## src/rtl/mips_bus_pkg.sv

```systemverilog
// Shared types and helpers for the MIPS core to Avalon bus bridge.
// Holds the FSM state enum, the access-size enum, the wait-counter width
// and the byteenable / alignment helpers used by the bridge.
package mips_bus_pkg;

  typedef enum logic [1:0] {
    IDLE  = 2'd0,
    FETCH = 2'd1,
    DATA  = 2'd2,
    RESP  = 2'd3
  } state_e;

  typedef enum logic [1:0] {
    SZ_BYTE = 2'd0,
    SZ_HALF = 2'd1,
    SZ_WORD = 2'd2
  } size_e;

  // Width of the consecutive-waitrequest counter.
  localparam int unsigned WAIT_CNT_W = 16;

  // Lane enables for an access of the given size at the given byte offset.
  // Size encoding 3 is treated as a word.
  function automatic logic [3:0] byteenable_for(input logic [1:0] size,
                                                input logic [1:0] offset);
    logic [3:0] be;
    case (size)
      SZ_BYTE: be = 4'b0001 << offset;
      SZ_HALF: be = offset[1] ? 4'b1100 : 4'b0011;
      default: be = 4'b1111;
    endcase
    return be;
  endfunction

  function automatic logic misaligned(input logic [1:0] size,
                                      input logic [1:0] offset);
    logic m;
    case (size)
      SZ_BYTE: m = 1'b0;
      SZ_HALF: m = offset[0];
      default: m = (offset != 2'b00);
    endcase
    return m;
  endfunction

endpackage

```

## src/rtl/mips_lane_align.sv

```systemverilog
// Combinational byte-lane steering shared by both bus directions.
//   size_i, offset_i, unsigned_i : access size, byte offset, zero-extend flag
//   wdata_i -> wdata_o           : store data (lane 0 upward) replicated to
//                                  every lane the access could hit
//   rdata_i -> rdata_o           : bus word reduced to the addressed lane and
//                                  sign/zero extended to 32 bits
module mips_lane_align
  import mips_bus_pkg::*;
(
  input  logic [1:0]  size_i,
  input  logic [1:0]  offset_i,
  input  logic        unsigned_i,
  input  logic [31:0] wdata_i,
  output logic [31:0] wdata_o,
  input  logic [31:0] rdata_i,
  output logic [31:0] rdata_o
);

  // Only the low half of the shifted word is ever needed for byte/half loads.
  logic [15:0] lane_w;

  assign lane_w = 16'(rdata_i >> {offset_i, 3'b000});

  always_comb begin
    wdata_o = wdata_i;
    rdata_o = rdata_i;
    case (size_i)
      SZ_BYTE: begin
        wdata_o = {4{wdata_i[7:0]}};
        rdata_o = unsigned_i ? {24'h000000, lane_w[7:0]}
                             : {{24{lane_w[7]}}, lane_w[7:0]};
      end
      SZ_HALF: begin
        wdata_o = {2{wdata_i[15:0]}};
        rdata_o = unsigned_i ? {16'h0000, lane_w}
                             : {{16{lane_w[15]}}, lane_w};
      end
      default: begin
        wdata_o = wdata_i;
        rdata_o = rdata_i;
      end
    endcase
  end

endmodule

```

## src/rtl/mips_bus_interface.sv

```systemverilog
// Bridges a MIPS instruction-fetch port and load/store port onto a single
// Avalon-MM master. Data requests win over fetches; one transaction at a time.
//   clk, reset (sync, active-low)
//   if_req/if_addr  -> if_ready/if_instr               instruction fetch
//   mem_req/we/addr/size/unsigned/wdata
//                   -> mem_ready/mem_rdata/mem_err      load/store
//   address/read/write/writedata/byteenable, waitrequest/readdata  Avalon
//   busy : high whenever not IDLE
// WAIT_LIMIT consecutive waitrequest cycles abort the transaction (0 = never).
module mips_bus_interface
  import mips_bus_pkg::*;
#(
  parameter int unsigned WAIT_LIMIT = 255
) (
  input  logic        clk,
  input  logic        reset,
  input  logic        if_req,
  input  logic [31:0] if_addr,
  output logic        if_ready,
  output logic [31:0] if_instr,
  input  logic        mem_req,
  input  logic        mem_we,
  input  logic [31:0] mem_addr,
  input  logic [1:0]  mem_size,
  input  logic        mem_unsigned,
  input  logic [31:0] mem_wdata,
  output logic        mem_ready,
  output logic [31:0] mem_rdata,
  output logic        mem_err,
  output logic [31:0] address,
  output logic        read,
  output logic        write,
  input  logic        waitrequest,
  output logic [31:0] writedata,
  output logic [3:0]  byteenable,
  input  logic [31:0] readdata,
  output logic        busy
);

  localparam logic [WAIT_CNT_W-1:0] LIMIT_M1 =
    (WAIT_LIMIT == 0) ? '0 : WAIT_CNT_W'(WAIT_LIMIT - 1);

  state_e                state_q, state_d;
  logic [31:0]           address_q, address_d;
  logic                  read_q, read_d;
  logic                  write_q, write_d;
  logic [31:0]           wdata_q, wdata_d;
  logic [3:0]            be_q, be_d;
  logic [31:0]           if_instr_q, if_instr_d;
  logic [31:0]           mem_rdata_q, mem_rdata_d;
  logic [WAIT_CNT_W-1:0] wait_q, wait_d;
  logic                  fetch_q, fetch_d;
  logic                  err_q, err_d;
  logic [1:0]            size_q, size_d;
  logic [1:0]            off_q, off_d;
  logic                  uns_q, uns_d;

  logic [1:0]  la_size;
  logic [1:0]  la_off;
  logic        la_uns;
  logic [31:0] st_data;
  logic [31:0] ld_data;
  logic        wait_hit;
  logic        unused_if_lo;

  // Fetches are always word-aligned on the bus.
  assign unused_if_lo = ^if_addr[1:0];

  // One aligner serves both directions: in IDLE it shapes the incoming store
  // data, during the bus cycle it extends the load using the latched fields.
  always_comb begin
    if (state_q == IDLE) begin
      la_size = mem_size;
      la_off  = mem_addr[1:0];
      la_uns  = mem_unsigned;
    end else begin
      la_size = size_q;
      la_off  = off_q;
      la_uns  = uns_q;
    end
  end

  mips_lane_align u_align (
    .size_i     (la_size),
    .offset_i   (la_off),
    .unsigned_i (la_uns),
    .wdata_i    (mem_wdata),
    .wdata_o    (st_data),
    .rdata_i    (readdata),
    .rdata_o    (ld_data)
  );

  // The cycle that would be the WAIT_LIMIT-th consecutive wait aborts instead.
  assign wait_hit = (WAIT_LIMIT != 0) && (wait_q == LIMIT_M1);

  always_comb begin
    state_d     = state_q;
    address_d   = address_q;
    read_d      = read_q;
    write_d     = write_q;
    wdata_d     = wdata_q;
    be_d        = be_q;
    if_instr_d  = if_instr_q;
    mem_rdata_d = mem_rdata_q;
    wait_d      = wait_q;
    fetch_d     = fetch_q;
    err_d       = err_q;
    size_d      = size_q;
    off_d       = off_q;
    uns_d       = uns_q;

    case (state_q)
      IDLE: begin
        wait_d = '0;
        err_d  = 1'b0;
        if (mem_req) begin
          fetch_d = 1'b0;
          size_d  = mem_size;
          off_d   = mem_addr[1:0];
          uns_d   = mem_unsigned;
          if (misaligned(mem_size, mem_addr[1:0])) begin
            err_d   = 1'b1;
            state_d = RESP;
          end else begin
            state_d   = DATA;
            address_d = {mem_addr[31:2], 2'b00};
            read_d    = ~mem_we;
            write_d   = mem_we;
            be_d      = byteenable_for(mem_size, mem_addr[1:0]);
            wdata_d   = st_data;
          end
        end else if (if_req) begin
          fetch_d   = 1'b1;
          state_d   = FETCH;
          address_d = {if_addr[31:2], 2'b00};
          read_d    = 1'b1;
          write_d   = 1'b0;
          be_d      = 4'b1111;
        end
      end
      FETCH, DATA: begin
        if (!waitrequest) begin
          read_d  = 1'b0;
          write_d = 1'b0;
          wait_d  = '0;
          state_d = RESP;
          if (state_q == FETCH) begin
            if_instr_d = readdata;
          end else if (read_q) begin
            mem_rdata_d = ld_data;
          end
        end else if (wait_hit) begin
          read_d  = 1'b0;
          write_d = 1'b0;
          wait_d  = '0;
          state_d = RESP;
          if (state_q == FETCH) begin
            if_instr_d = '0;
          end else begin
            err_d = 1'b1;
          end
        end else if (wait_q != '1) begin
          wait_d = wait_q + WAIT_CNT_W'(1);
        end
      end
      RESP: begin
        state_d = IDLE;
      end
      default: begin
        state_d = IDLE;
      end
    endcase
  end

  always_ff @(posedge clk) begin
    if (!reset) begin
      state_q     <= IDLE;
      address_q   <= '0;
      read_q      <= 1'b0;
      write_q     <= 1'b0;
      wdata_q     <= '0;
      be_q        <= '0;
      if_instr_q  <= '0;
      mem_rdata_q <= '0;
      wait_q      <= '0;
      fetch_q     <= 1'b0;
      err_q       <= 1'b0;
      size_q      <= '0;
      off_q       <= '0;
      uns_q       <= 1'b0;
    end else begin
      state_q     <= state_d;
      address_q   <= address_d;
      read_q      <= read_d;
      write_q     <= write_d;
      wdata_q     <= wdata_d;
      be_q        <= be_d;
      if_instr_q  <= if_instr_d;
      mem_rdata_q <= mem_rdata_d;
      wait_q      <= wait_d;
      fetch_q     <= fetch_d;
      err_q       <= err_d;
      size_q      <= size_d;
      off_q       <= off_d;
      uns_q       <= uns_d;
    end
  end

  assign address    = address_q;
  assign read       = read_q;
  assign write      = write_q;
  assign writedata  = wdata_q;
  assign byteenable = be_q;
  assign if_instr   = if_instr_q;
  assign mem_rdata  = mem_rdata_q;
  assign busy       = (state_q != IDLE);
  assign if_ready   = (state_q == RESP) && fetch_q;
  assign mem_ready  = (state_q == RESP) && !fetch_q && !err_q;
  assign mem_err    = (state_q == RESP) && err_q;

endmodule

```

## config.mk

```make
export PLATFORM = sky130hd
export DESIGN_NAME = mips_bus_interface
export DESIGN_NICKNAME = d
export VERILOG_FILES = /design/src/rtl/mips_bus_pkg.sv /design/src/rtl/mips_lane_align.sv /design/src/rtl/mips_bus_interface.sv
export SDC_FILE = /design/constraint.sdc
export NUM_CORES = 1
export LEC_CHECK = 0
export CAP_MARGIN = 20
export CORE_ASPECT_RATIO = 0.9
export CORE_MARGIN = 4
export CORE_UTILIZATION = 25
export CTS_CLUSTER_SIZE = 25
export DETAILED_ROUTE_END_ITERATION = 8
export PLACE_DENSITY_LB_ADDON = 0.05
export SKIP_CTS_REPAIR_TIMING = 1
export SKIP_LAST_GASP = 1
export SLEW_MARGIN = 20
export SYNTH_ARGS = -nofsm -noshare
export SYNTH_HDL_FRONTEND = slang
export SYNTH_SLANG_ARGS = --single-unit
```

## constraint.sdc

```tcl
create_clock -name clk -period 4.4 [get_ports clk]
set_clock_uncertainty 0.2 [all_clocks]
set_input_delay 0.66 -clock clk [delete_from_list [all_inputs] [get_ports clk]]
set_output_delay 0.66 -clock clk [all_outputs]
set_load 0.005 [all_outputs]
```

Yosys cells after proc, flatten, opt, wreduce, memory -nomap -nowiden --
Index checks and enable logic that the tools add are counted.
Word-level totals: input port bits 137, output and inout bits 138, flip-flop bits (word level) 159, word-level logic and storage cells 112
Operators by class: multiplexer cells 49, reductions and logical operators 25, eq/ne operators 17, shift operators 2, bitwise operators 4, add/sub/neg operators 1
Operator list (number):
- $mux 32 | 9
- $pmux 32 s2 | 2
- $mux 16 | 3
- $pmux 16 s2 | 1
- $shr 32x5->16 | 1
- $mux 1 | 18
- $add 16x1->16 const B | 1
- $eq 16x8->1 const B | 1
- $mux 4 | 4
- $ne 16x16->1 const B | 1
- $reduce_and 4->1 | 4
- $mux 2 | 6
- $reduce_bool 2->1 | 5
- $ne 3x3->1 const B | 3
- $ne 2x2->1 const B | 4
- $pmux 1 s2 | 4
- $pmux 4 s2 | 1
- $reduce_and 2->1 | 4
- $eq 2x1->1 const B | 3
- $logic_not 2->1 | 3
- $pmux 2 s3 | 1
- $reduce_and 3->1 | 2
- $eq 2x2->1 const B | 2
- $logic_and 1x1->1 | 4
- 6 further kinds | 11

Depth between registers and ports, before layout --
Gate-level depths: netlist of run 1.
word-level depth 7, mapped depth 10, mapped depth without buffers 7

Cells and area by module --
From an unflattened synthesis of run 1, not the netlist that was laid out.
Second synthesis, totals: cells, all modules 902, area total of the unflattened synthesis 7637.3 µm²
Modules (own cells, without submodules):
- mips_bus_interface | seq. area each 3143.0 µm², cells an instance 716, area each 6306.0 µm², instances 1
- mips_lane_align | seq. area each 0.0 µm², cells an instance 186, area each 1331.3 µm², instances 1

Worst setup path before layout of run 1 --
OpenSTA, ideal clock, no wires.
kind input port to flip-flop, start point in mem_addr[0], end point reg mem_rdata_q[0], in the netlist mem_rdata[0], setup slack 2.151 ns, stages on the path 6, library setup time 0.121 ns, buffers on the path 2, required time 4.079 ns, data arrival time 1.928 ns, cell sequence buf_2 -> mux2i_1 -> buf_4 -> mux4_2 -> nor2_1 -> o21ai_0
Between the ends: longest elaborated chain between the ends 4, elaborated cells between the ends (all ways) 5, classes of those cells shift (1); mux (4)
Ends and longest elaborated chain:
- from (decl) | RTL line mips_bus_interface.sv:23 | input logic [31:0] mem_addr,
- $mux 2 (*) | RTL line mips_bus_interface.sv:72 | if (state_q == IDLE) begin
- $shr 32x5->16 (*) | RTL line mips_lane_align.sv:22 | assign lane_w = 16'(rdata_i >> {offset_i, 3'b000});
- $mux 32 (on tied branches) | RTL line mips_lane_align.sv:35, mips_lane_align.sv:30
- $pmux 32 s2 (*) | RTL line mips_lane_align.sv:27 | case (size_i)
- to (signal assigned) | RTL line mips_bus_interface.sv:199 | mem_rdata_q <= mem_rdata_d;
- to (decl) | RTL line mips_bus_interface.sv:50 | logic [31:0] mem_rdata_q, mem_rdata_d;
Every way passes the cells marked *; elsewhere a longest branch is shown, timed or not. A chain may end at the register's enable or synchronous reset.

Final worst setup path of run 1 --
start point reg state_q[0], end point out busy
Between the ends: longest elaborated chain between the ends 1
Ends and longest elaborated chain:
- from (decl) | RTL line mips_bus_interface.sv:43 | state_e state_q, state_d;
- from (signal assigned) | RTL line mips_bus_interface.sv:192 | state_q <= state_d;
- $reduce_bool 2->1 | RTL line mips_bus_interface.sv:216 | assign busy = (state_q != IDLE);
- to (decl) | RTL line mips_bus_interface.sv:37 | output logic busy
Every way passes these cells.

==> results of run 1 <==
[worst register-to-register path, delay by kind of cell, from the launching register on]
family	cells	cell delay (ns)
AOI/OAI and AO/OA	1	0.14
adders and majority gates	1	0.38
buffers and inverters	2	0.44
DFF	1	0.34
muxes	1	0.56
and+or+nand+nor	2	0.91
[logic make-up (layout without fill, tap and decap cells)]
logic type                 Yosys count  count (layout)  share of synthesized area, %
AOI/OAI and AO/OA                  262             262                          25.3
xor gates and xnor gates             6               6                         0.699
adders and majority gates            7               7                          1.17
buffers and inverters               76             331                          4.96
DFF                                157             157                          41.8
muxes                               45              45                          7.56
other                                1               3                        0.0499
and+or+nand+nor                    299             299                          18.4
[cell usage after synthesis (all sizes together) (2+ instances only)]
cell type | number | share of area [%]
a2111oi | 3 | 0.43
a211oi | 35 | 5.0
a21oi | 60 | 4.0
a22o | 32 | 3.7
a22oi | 9 | 0.90
a311oi | 13 | 1.5
a31oi | 4 | 0.33
and2 | 19 | 1.6
and3 | 3 | 0.25
and3b | 2 | 0.23
and4 | 3 | 0.35
buf | 39 | 3.1
clkbuf | 24 | 1.2
dfxtp | 157 | 42
ha | 7 | 1.2
inv | 12 | 0.60
mux2 | 2 | 0.35
mux2i | 36 | 5.0
mux4 | 7 | 2.2
nand2 | 95 | 4.7
nand2b | 5 | 0.42
nand3 | 19 | 1.3
nand3b | 3 | 0.30
nand4 | 7 | 0.58
nor2 | 111 | 5.6
nor2b | 13 | 1.1
nor3 | 6 | 0.47
nor3b | 3 | 0.30
nor4 | 2 | 0.37
nor4bb | 2 | 0.27
o211ai | 6 | 0.60
o21a | 2 | 0.20
o21ai | 65 | 4.8
o21bai | 9 | 0.90
o221ai | 6 | 0.70
o31ai | 2 | 0.20
o32ai | 7 | 0.82
or3 | 2 | 0.17
or4 | 2 | 0.20
xnor2 | 6 | 0.70
[through the flow]
step,utilization [%],std cells,power (uW)
2_1_floorplan,-,854,3070
3_3_place_gp,36.1,1472,4010
3_5_place_dp,36.1,1472,4000
4_1_cts,38.1,1504,5580
5_1_grt,38.1,1505,5850
6_report,38.2,1506,5490
[power by group]
group | total, uW | internal (uW) | switching (uW)
registers | 1780 | 1640 | 133
clock network | 1550 | 909 | 636
logic | 2170 | 990 | 1180
total | 5490 | 3540 | 1950
[sequential cells by signal, summed over array words and instances (netlist names)]
| signal | flops |
|---|---|
| if_instr | 32 |
| mem_rdata | 32 |
| writedata | 32 |
| address | 30 |
| wait_q | 16 |
| byteenable | 4 |
| off_q | 2 |
| size_q | 2 |
| state_q | 2 |
| err_q | 1 |
| fetch_q | 1 |
| read | 1 |
| uns_q | 1 |
| write | 1 |
[routing by layer]
layer  share of wire, %  GRT usage, %  vias up
met5              0.076             0        -
met3                6.8          5.35       26
met1                 46          23.4     3453
li1                   -             -     3570
met4                1.4          4.28        4
met2                 45          26.6      198
[layout make-up]
| type | count | area, sq um |
|---|---|---|
| fill | 3023 | 18100 |
| multi-input combinational | 621 | 4040 |
| sequential | 157 | 3140 |
| timing repair buffer | 286 | 2830 |
| tap | 396 | 495 |
| clock buffer | 22 | 454 |
| clock inverter | 10 | 139 |
| inverter | 13 | 50.0 |
| antenna | 1 | 2.50 |
[worst max-delay path by stage]
stage                      startpoint           end  slack, ns  cells after the start
final                      state_q[0]          busy       1.24                      4
after CTS                  state_q[0]          busy       1.19                      4
after global routing       state_q[0]          busy       1.10                      4
after global placement          reset  mem_rdata[9]       1.08                      6
after floorplan           mem_addr[0]  mem_rdata[0]       2.15                      6
after detailed placement  mem_addr[0]    address[6]       0.97                      7
==> qor.json, run 1 <==
{
  "async_flop_share_pct": 0,
  "grt_start_max_net_pins": 60,
  "synth_ff_type": "sky130_fd_sc_hd__dfxtp_1",
  "cts_root_buffer": "sky130_fd_sc_hd__clkbuf_16",
  "worstHoldPathCells": 2,
  "maxCapViolations": 0,
  "actual_transition_at_the_worst_max_transition_pin_ns": 0.871,
  "synthCells": 853,
  "critical_path.max_stage_delay_ns": 0.63,
  "tritoncts_buffers": 17,
  "startpoint_type": "register",
  "full_die_area_sq_um": 32900,
  "vias_per_cell": 4.81,
  "yosys_register_bits": 157,
  "drc_errors_left": 0,
  "standard_cell_row_count": 59,
  "num_io_pins": 275,
  "fin_crit_sh_pct": 71.7,
  "grt_antenna_before_repair": 2,
  "final_nets": 1240,
  "path_cells": "inv_1 -> ha_1 -> inv_1 -> clkdlybuf4s50_1",
  "sink_count_of_the_clock_tree": 157,
  "worst_slack_on_hold_paths_ns": 0.254,
  "timing.final.ws_setup_ns": 1.24,
  "cts_htree_levels": 4,
  "stdcell_area_sq_um": 11200,
  "pre_cts_setup_slack_ns": 0.974,
  "timing.critical_path.fanout_max": 13,
  "drt_iter0_drc": 385,
  "r2r_setup_slack_ns": 1.37,
  "grt_usage_pct": 17.1,
  "start_util_pct": 25.7,
  "mappedNetlistArea_sq_um": 7510,
  "route.detailed.wl_per_inst_um": 19.2,
  "placement.io_buffers": 270,
  "synthesis.area_per_instance_sq_um": 8.81,
  "setup_viol_count_final": 0,
  "clkTransAtPathRegs_ns": 0.06,
  "cp_data_required_time_ns": 3.54,
  "worst-setup-path-type": "register to output port",
  "core-area_sq_um": 29200,
  "dieWidth_um": 191,
  "layout_cells_sized_above_1_pct": 9.02,
  "holdPathEnd": "writedata[6]",
  "gpl.final_weighted_congestion": 0.765,
  "ir_worst_vdd_mv": 0.354,
  "seq_area_frac_synth_pct": 41.8,
  "postRouteAntennaNets": 0,
  "final_cell_mix": "sky130_fd_sc_hd__clkdlybuf4s50_1 (269), sky130_fd_sc_hd__dfxtp_1 (157), sky130_fd_sc_hd__nor2_1 (109)",
  "gr-total-overflow": 0,
  "layout.cells.most_common": "sky130_fd_sc_hd__clkdlybuf4s50_1",
  "clock_insertion_delay_worst_skew_ns": 0.42,
  "rsz_0062_raised_after_global_routing": "false",
  "global_route_wire_length_before_repair_mm": 43.6,
  "drt-total-wl_mm": 29.0,
  "crit_reg_reg_endpoint": "mem_rdata[30]",
  "areaGrowthSynthToFinish_pct": 48.4,
  "drt_first_pass_iters": 5,
  "synth-edff-count": 0,
  "report.final.hold_viol_count": 0,
  "rr_worst_depth": 7,
  "synth.distinct_cells": 70,
  "critical-path-top-delay-family": "buffers and inverters",
  "run_status": "completed",
  "power.density_cell_area_nw_per_um2": 492,
  "detailroute.via_count": 7251,
  "timing.rr.start": "state_q[1]",
  "hold_path.class": "register to register",
  "dpl.hpwl_mm": 20.6,
  "slowest_stage": "sky130_fd_sc_hd__clkdlybuf4s50_1",
  "via_count_of_the_first_global_routing_pass": 7168,
  "cts_buffer_depth": 2,
  "fin_crit_ns": 3.16,
  "hold_start": "writedata[6]",
  "buffers_plus_inverters_on_the_worst_setup_path": 3,
  "dpl-instance-area_sq_um": 10600,
  "leakage_uw": 0.00399,
  "critical_path.endpoint_type": "output port",
  "cp.arrival_ns": 2.30,
  "yosysWarningCount": 0,
  "fmax_mhz": 317,
  "die-height_um": 172,
  "setup-tns-final_ns": 0,
  "cts_tree": "yes",
  "slew_headroom_pct": 41.9,
  "timing_max_transition_violations_final": 0,
  "cpMostUsedCell": "sky130_fd_sc_hd__inv_1"
}
Note: power is estimated with default switching activity, not from simulation.
==> run 2: changes to the inputs <==
==> constraint.sdc (replaced) <==
create_clock -name clk -period 2.8 [get_ports clk]
set_clock_uncertainty 0.2 [all_clocks]
set_input_delay 0.42 -clock clk [delete_from_list [all_inputs] [get_ports clk]]
set_output_delay 0.42 -clock clk [all_outputs]
set_load 0.005 [all_outputs]
==> qor.json, run 2 (synthesis gave the netlist of run 1 again) <==
{
  "num_io_pins": {"value": 275, "change": "unchanged"},
  "startpoint_type": "register",
  "report.final.hold_viol_count": {"value": 0, "change": "unchanged"},
  "timing.final.ws_setup": {"value": 0.154, "unit": "ns", "change": "-1.09 ns"},
  "tritoncts_buffers": {"value": 17, "change": "unchanged"},
  "dpl.hpwl": {"value": 21.0, "unit": "mm", "change": "+2.0%"},
  "areaGrowthSynthToFinish_pct": 51.4,
  "die-height": {"value": 172, "unit": "um", "change": "unchanged"},
  "layout_cells_sized_above_1": {"value": 11.3, "unit": "%", "change": "+2.3 points"},
  "postRouteAntennaNets": {"value": 0, "change": "unchanged"},
  "cts_htree_levels": {"value": 4, "change": "unchanged"},
  "fin_crit_ns": 2.65,
  "gpl.final_weighted_congestion": {"value": 0.783, "change": "+2.3%"},
  "power.density_cell_area": {"value": 772, "unit": "nW/um^2", "change": "+57%"},
  "grt_start_max_net_pins": {"value": 41, "change": "-32%"},
  "setup-tns-final": {"value": 0, "unit": "ns", "change": "unchanged"},
  "rsz_0062_raised_after_global_routing": "false",
  "via_count_of_the_first_global_routing_pass": {"value": 7133, "change": "-0.49%"},
  "placement.io_buffers": {"value": 270, "change": "unchanged"},
  "grt_antenna_before_repair": {"value": 3, "change": "+1"},
  "ir_worst_vdd": {"value": 0.393, "unit": "mV", "change": "+11%"},
  "cts_tree": "yes",
  "clkTransAtPathRegs": {"value": 0.07, "unit": "ns", "change": "about the same"},
  "leakage": {"value": 0.00412, "unit": "uW", "change": "+3.2%"},
  "cts_buffer_depth": {"value": 2, "change": "unchanged"},
  "final_nets": {"value": 1262, "change": "+1.8%"},
  "worst-setup-path-type": "register to output port",
  "dpl-instance-area": {"value": 10800, "unit": "sq um", "change": "+2.2%"},
  "fmax_mhz": 378,
  "hold_path.class": "primary input to register",
  "run_status": "completed",
  "cts_root_buffer": "sky130_fd_sc_hd__clkbuf_16",
  "timing.critical_path.fanout_max": {"value": 7, "change": "-6"},
  "critical_path.endpoint_type": "output port",
  "drt_iter0_drc": {"value": 466, "change": "+21%"},
  "clock_insertion_delay_worst_skew": {"value": 0.42, "unit": "ns", "change": "about the same"},
  "vias_per_cell": {"value": 4.73, "change": "-1.7%"},
  "cp_data_required_time": {"value": 2.18, "unit": "ns", "change": "-1.36 ns"},
  "sink_count_of_the_clock_tree": {"value": 157, "change": "unchanged"},
  "drc_errors_left": {"value": 0, "change": "unchanged"},
  "maxCapViolations": {"value": 0, "change": "unchanged"},
  "standard_cell_row_count": {"value": 59, "change": "unchanged"},
  "setup_viol_count_final": {"value": 0, "change": "unchanged"},
  "antennaDiodeCount": {"value": 0, "change": "-1"},
  "core-area": {"value": 29200, "unit": "sq um", "change": "unchanged"},
  "drt_first_pass_iters": {"value": 5, "change": "unchanged"},
  "fin_crit_sh_pct": 94.5,
  "global_route_wire_length_before_repair": {"value": 43.3, "unit": "mm", "change": "-0.73%"},
  "route.detailed.wl_per_inst": {"value": 18.8, "unit": "um", "change": "-2.3%"},
  "grt_usage": {"value": 17.0, "unit": "%", "change": "-0.14 points"},
  "gr-total-overflow": {"value": 0, "change": "unchanged"},
  "start_util": {"value": 25.7, "unit": "%", "change": "unchanged"},
  "full_die_area": {"value": 32900, "unit": "sq um", "change": "unchanged"},
  "worst_slack_on_hold_paths": {"value": 0.161, "unit": "ns", "change": "-0.0929 ns"},
  "slew_headroom": {"value": 48.3, "unit": "%", "change": "+6.4 points"},
  "final_cell_mix": "sky130_fd_sc_hd__clkdlybuf4s50_1 (269), sky130_fd_sc_hd__dfxtp_1 (157), sky130_fd_sc_hd__nor2_1 (109)",
  "drt-total-wl": {"value": 28.7, "unit": "mm", "change": "-0.92%"},
  "dieWidth": {"value": 191, "unit": "um", "change": "unchanged"},
  "actual_transition_at_the_worst_max_transition_pin": {"value": 0.771, "unit": "ns", "change": "-0.101 ns"},
  "timing_max_transition_violations_final": {"value": 0, "change": "unchanged"},
  "detailroute.via_count": {"value": 7227, "change": "-0.33%"},
  "layout.cells.most_common": "sky130_fd_sc_hd__clkdlybuf4s50_1",
  "stdcell_area": {"value": 11400, "unit": "sq um", "change": "+2.0%"},
  "pre_cts_setup_slack": {"value": 0.175, "unit": "ns", "change": "-0.800 ns"},
  "cp.arrival": {"value": 2.03, "unit": "ns", "change": "-0.27 ns"}
}
## run 2: cell count changes in the layout (fill, tap and decap cells not counted), sizes merged
cell | before | now
buf | 17 | 39
clkinv | 3 | 4
bufinv | 3 | 0
clkbuf | 22 | 18
clkinvlp | 4 | 3
diode | 1 | 0
inv | 13 | 20
## run 2: final timing paths
| path | cells past startpoint | startpoint | to | slack [ns] |
|---|---|---|---|---|
| worst min register to register | 2 | uns_q | uns_q | 0.25 |
| worst min-delay path | 3 | mem_req | uns_q | 0.16 |
| worst max register to register | 9 | state_q[1] | mem_rdata[31] | 0.27 |
| worst max-delay path | 5 | state_q[1] | busy | 0.15 |
## run 2: report_power, final
group | total, uW | internal, uW | switching, uW | leakage [uW]
registers | 2790 | 2580 | 208 | 0.00128
logic | 3640 | 1750 | 1890 | 0.00256
clock network | 2360 | 1220 | 1140 | 0.000283
total | 8790 | 5550 | 3250 | 0.00412
## run 2: worst max-delay path, cell delays in order (launching register included)
cell	delay, ns
sky130_fd_sc_hd__dfxtp_1	0.34
sky130_fd_sc_hd__inv_1	0.11
sky130_fd_sc_hd__ha_2	0.27
sky130_fd_sc_hd__buf_4	0.20
sky130_fd_sc_hd__clkinvlp_4	0.14
sky130_fd_sc_hd__clkdlybuf4s50_1	0.53
## run 2: cell type report
type | instances | area [sq um]
tap | 396 | 495
sequential | 157 | 3140
clock inverter | 14 | 148
fill | 3011 | 17900
timing repair buffer | 308 | 3060
clock buffer | 18 | 439
inverter | 13 | 53.8
multi-input combinational | 621 | 4040
## run 2: layer usage
layer	track usage, %	up-vias	routed length, um	part of all wire (%)
li1	-	3609	-	-
met3	5.23	19	1990	6.9
met4	3.65	6	243	0.85
met1	23.2	3385	13200	46
met5	0	-	39	0.14
met2	26.6	208	13200	46
## run 2: per-stage QoR
stage	total power, uW	utilization [%]	std cells
4_1_cts	8900	38.9	1526
3_3_place_gp	6510	36.9	1494
2_1_floorplan	4820	-	854
3_5_place_dp	6480	36.9	1494
6_report	8790	38.9	1527
5_1_grt	9380	38.9	1527
